[config.mk]
export PLATFORM = sky130hd
export DESIGN_NAME = serial_adder
export DESIGN_NICKNAME = d
export VERILOG_FILES = /design/src/rtl/serial_adder.sv
export SDC_FILE = /design/constraint.sdc
export NUM_CORES = 1
export LEC_CHECK = 0
export ABC_AREA = 1
export BUFFER_PORTS_ARGS = -buffer_cell sky130_fd_sc_hd__buf_2
export CAP_MARGIN = 5
export CELL_PAD_IN_SITES_DETAIL_PLACEMENT = 1
export CELL_PAD_IN_SITES_GLOBAL_PLACEMENT = 1
export CORE_MARGIN = 10
export CORE_UTILIZATION = 35
export DETAILED_ROUTE_END_ITERATION = 6
export GPL_TIMING_DRIVEN = 1
export PLACE_DENSITY_LB_ADDON = 0.1
export RECOVER_POWER = 100
export SYNTH_ARGS = -nofsm -noshare
export SYNTH_HDL_FRONTEND = slang
export SYNTH_SLANG_ARGS = --single-unit
[constraint.sdc]
create_clock -name clk -period 1.7 [get_ports clk]
set_clock_uncertainty 0.2 [all_clocks]
set_input_delay 0.425 -clock clk [delete_from_list [all_inputs] [get_ports clk]]
set_output_delay 0.425 -clock clk [all_outputs]
set_load 0.03 [all_outputs]
[src/rtl/serial_adder.sv]
// Bit-serial adder: adds two WIDTH-bit operands LSB-first, one full-adder
// bit per clock, with a registered carry. Results appear with a one-cycle
// done pulse and hold until the next accepted start.
module serial_adder #(
    parameter int WIDTH = 8
) (
    input  logic             clk,
    input  logic             rst_n,
    input  logic             start,
    input  logic [WIDTH-1:0] a,
    input  logic [WIDTH-1:0] b,
    output logic             busy,
    output logic             done,
    output logic [WIDTH-1:0] sum,
    output logic             co
);

    localparam int CW = (WIDTH > 1) ? $clog2(WIDTH) : 1;
    localparam logic [CW-1:0] LAST = CW'(WIDTH - 1);

    typedef enum logic [1:0] {
        IDLE = 2'd0,
        RUN  = 2'd1,
        DONE = 2'd2
    } state_t;

    state_t         state;
    logic [WIDTH-1:0] a_sh;
    logic [WIDTH-1:0] b_sh;
    logic             carry;
    logic [CW-1:0]    cnt;

    logic             bit_sum;
    logic             carry_next;

    // One full-adder slice operating on the current LSBs and the stored carry
    always_comb begin
        bit_sum    = a_sh[0] ^ b_sh[0] ^ carry;
        carry_next = (a_sh[0] & b_sh[0]) | (carry & (a_sh[0] ^ b_sh[0]));
    end

    // Control FSM plus datapath registers; all outputs are registered here
    always_ff @(posedge clk or negedge rst_n) begin
        if (!rst_n) begin
            state <= IDLE;
            a_sh  <= '0;
            b_sh  <= '0;
            carry <= 1'b0;
            cnt   <= '0;
            sum   <= '0;
            co    <= 1'b0;
            busy  <= 1'b0;
            done  <= 1'b0;
        end else begin
            case (state)
                IDLE: begin
                    done <= 1'b0;
                    if (start) begin
                        a_sh  <= a;
                        b_sh  <= b;
                        carry <= 1'b0;
                        cnt   <= '0;
                        sum   <= '0;
                        co    <= 1'b0;
                        busy  <= 1'b1;
                        state <= RUN;
                    end
                end
                RUN: begin
                    sum   <= {bit_sum, sum[WIDTH-1:1]};
                    a_sh  <= a_sh >> 1;
                    b_sh  <= b_sh >> 1;
                    carry <= carry_next;
                    cnt   <= cnt + 1'b1;
                    if (cnt == LAST) begin
                        co    <= carry_next;
                        busy  <= 1'b0;
                        done  <= 1'b1;
                        state <= DONE;
                    end
                end
                DONE: begin
                    done  <= 1'b0;
                    state <= IDLE;
                end
                default: begin
                    busy  <= 1'b0;
                    done  <= 1'b0;
                    state <= IDLE;
                end
            endcase
        end
    end

endmodule

==> results.md <==
- Result of the run: completed
- Fillers: 545
- Internal Dissipation: 0.00208 W
- Number of remaining DRC errors: 0
- Achievable Freq: 630 MHz
- Root buffer cell: sky130_fd_sc_hd__clkbuf_8
- I/O pin total: 30
- Power per standard cell area: between 1500 and 2000 nW/um^2
- Sum Neg Setup Slack: 0 ns
- ANT nets after route: 0
- Share of async-settable or async-resettable flops after synthesis: 1.00
- Largest net degree at the start of global routing: 40
- WHS Endpoint: b_sh[7]$_DFFE_PN0P_
- Iteration-0 DRC Markers: 49
- R2R cell count: 7
- Number of buffers added by the clock tree synthesis step: 5
- Launch point of the worst hold path: b[7]
- Number of vias per cell after detailed routing: about 5
- Global-route wire length before repair: a little under 7000 microns
- Post-detailed-routing wire length: 4050 microns
- Number of antenna violations at the first check in global routing: 0
- Reg-to-reg startpoint: cnt[0]$_DFFE_PN0P_
- Worst Path Max Fanout: 2
- Startpoint type of the worst setup path: flip-flop
- Flops & latches, synth: 33
- Area growth from synthesis to layout: 14.5%
- Sum of overflow across all layers after global routing: 0
- Maximum clock insertion buffer count: 2
- Clock Power Share: 0.162
- Vias in the first global route: approximately 1,400
- Ordered list of cells on the worst path: clkbuf_1
- Clock Pin Slew Worst Setup and Hold Paths: approximately 0.06 ns
- Static leakage: 0.982 nW
- Net switching power figure: 0.00160 W
- Commonest non-fill, non-tap cell in the layout: sky130_fd_sc_hd__nand2_1
- Full die area: ~8000 sq um
- Data arrival time of the worst path: 0.96 ns
- Number of enable-type register cells in the synthesized netlist: 0
- Total number of vias: around 1,300
- Average cell area after synthesis: 8.93 sq um
- Count of final setup violators: 0
- CTS tree: yes
- Initial cell density of the core: 0.369
- Layout Nets: 238
- Min-delay worst type: input pin to flip-flop
- Number of core rows: 24
- Die Span Y: ~89 microns
- RePlAce Congestion: 0.819
- Worst-case vdd ir drop: ~0.74 mV
- Core outline area: 4470 sq um
- TritonRoute pass-1 iters: 4
- Wire per inst: approximately 15 microns
- Port bufs: 29
- Req. time, crit path: 1.07 ns
- Number of antenna repair diodes: 0
- Setup slack of the most critical reg-to-reg path: 0.22 ns
- Critical-path cell with the highest stage delay: sky130_fd_sc_hd__dfrtp_1
- Number of buffer and inverter instances along the worst setup path: 1
- Synth warn: 0
- Hold Crit Depth: 3
- Sinks on Clock Net: 33
- Start point of the critical path: sum[4]$_DFFE_PN0P_
- Slew @ Worst Pin: 0.473 ns
- Critical R2R Capture: busy$_DFFE_PN0P_
- Critical Path Max Stage Delay: about 0.35 ns
- Final Max Tran Viols: 0
- Start-to-end type of the worst setup path: flip-flop to output pin
- Area used by multi-input combinational logic: 613 sq um
- Gate count of the mapped netlist: 185
- Max H-tree Level: 2
- Comb pwr share: 0.463
- Sequential power share: 0.374
- Overall global routing resource usage: 0.112
- Commonest cells after routing, fill and taps aside: sky130_fd_sc_hd__nand2_1, sky130_fd_sc_hd__nand3_1, sky130_fd_sc_hd__dfrtp_1
- Time the final worst path needs with I/O delays and setup: 1.59 ns
- Largest delay share family, worst path: flip-flops
- Worst slew slack as a fraction of its limit: 0.685
- Cell area after synthesis: 1650 sq um
- Total power: 0.00368 W
- Share of final-layout standard cells stronger than drive strength 1: 0.176
- Number of hold violations in the final report: 0
- Post-DP HPWL: 2870 microns
- Total area of sequential cells: 826 sq um
- Category of the worst setup path capture point: output pin
- Worst skew pair latency: approximately 0.28 ns
- Top_reg_cell synth: sky130_fd_sc_hd__dfrtp_1
- Post-synth net total: slightly above 200
- Maxcap violations: 0
- Period Utilization, post-route: 0.934
- Distinct cell type count after synthesis: 23
- Portion of the post-synthesis area used by sequential elements: 0.500
- Switching power as a share of total power: 0.435
- Setup repair after global routing missed its margin: false
- Width of the chip: between 80 and 90 microns
## power groups by stage
stage	combinational [W]	clock, W	sequential [W]
floorplan	0.00117	0	0.00155
global placement	0.00173	0	0.00139
detailed placement	0.00179	0	0.00139
CTS	0.00179	0.000624	0.00138
global route	0.00195	0.000655	0.00142
finish	0.00170	0.000597	0.00138
## kinds of logic (layout without fill, tap and decap cells)
kind of cell | Yosys count | after routing | share of synthesized area
AND/OR/NAND/NOR | 101 | 101 | 0.307
adder cells (fa/ha/maj) | 3 | 3 | 0.0273
flip-flops | 33 | 33 | 0.500
AO/OA/AOI/OAI | 11 | 11 | 0.0401
buffers and inverters | 37 | 68 | 0.126
## cell usage after synthesis, types with 2 or more instances
| master | count | area (sq um) |
|---|---|---|
| sky130_fd_sc_hd__o22ai_1 | 6 | 37.5 |
| sky130_fd_sc_hd__buf_6 | 5 | 56.3 |
| sky130_fd_sc_hd__nand2_1 | 44 | 165 |
| sky130_fd_sc_hd__inv_1 | 24 | 90.1 |
| sky130_fd_sc_hd__nand3_1 | 33 | 165 |
| sky130_fd_sc_hd__nor2_1 | 5 | 18.8 |
| sky130_fd_sc_hd__nand2_4 | 2 | 22.5 |
| sky130_fd_sc_hd__nand3b_1 | 10 | 75.1 |
| sky130_fd_sc_hd__nand3_2 | 3 | 30.0 |
| sky130_fd_sc_hd__buf_2 | 2 | 10.0 |
| sky130_fd_sc_hd__ha_1 | 2 | 25.0 |
| sky130_fd_sc_hd__dfrtp_1 | 33 | 826 |
| sky130_fd_sc_hd__buf_4 | 3 | 22.5 |
| sky130_fd_sc_hd__nand4_1 | 2 | 12.5 |
| sky130_fd_sc_hd__o21ai_0 | 3 | 15.0 |
## flip-flops by register name, indices dropped and copies added, names as in the netlist
| register | flops |
|---|---|
| a_sh | 8 |
| b_sh | 8 |
| busy | 1 |
| carry | 1 |
| cnt | 3 |
| co | 1 |
| done | 1 |
| state | 2 |
| sum | 8 |
## per-stage QoR
| step | setup slack [ns] | instance area [sq um] | hold WS (ns) | cells | util |
|---|---|---|---|---|---|
| after detailed placement | 0.225 | 1830 | 0.200 | 260 | 0.409 |
| final | 0.112 | 1890 | 0.165 | 268 | 0.423 |
| after CTS | 0.207 | 1930 | 0.154 | 268 | 0.430 |
| after global routing | 0.0607 | 1890 | 0.195 | 268 | 0.423 |
| after floorplan | 0.388 | 1650 | -0.0706 | 185 | - |
| after global placement | 0.209 | 1830 | 0.195 | 260 | 0.409 |
## worst max path at each step
stage	end	cells after the start
after floorplan	busy$_DFFE_PN0P_	7
after global placement	co$_DFFE_PN0P_	7
after detailed placement	busy$_DFFE_PN0P_	7
after CTS	co$_DFFE_PN0P_	7
after global routing	sum[1]	1
final	sum[4]	1
## routing by layer
layer / GRT usage / wire (microns) / share of wire / vias up
li1: - / - / - / 653
met1: 0.132 / 1830 / 0.45 / 646
met2: 0.178 / 1960 / 0.48 / 22
met3: 0.0460 / 236 / 0.058 / 2
met4: 0.0396 / 23 / 0.0057 / 0
met5: 0 / 0 / 0 / -
## cell type report
cell class / instances / area share
multi-input cells: 115 / 0.324
repair buffers: 35 / 0.106
well taps: 52 / 0.0344
inverters: 26 / 0.0529
clock buffers: 7 / 0.0456
flip-flops and latches: 33 / 0.437
## worst register-to-register path, stage by stage, from the launching register on
cell                      delay [ns]
sky130_fd_sc_hd__dfrtp_1        0.43
sky130_fd_sc_hd__ha_1           0.23
sky130_fd_sc_hd__ha_1           0.21
sky130_fd_sc_hd__inv_1          0.10
sky130_fd_sc_hd__nand2_1        0.07
sky130_fd_sc_hd__nand2_1        0.07
sky130_fd_sc_hd__nand2_1        0.06
sky130_fd_sc_hd__inv_1          0.05
## timing repair
action	in CTS	in global routing
setup buffers	0	0
resized for setup	0	0
endpoints found under the hold margin	33	0
hold buffers	1	0
Power figures use the tool's default switching activity.
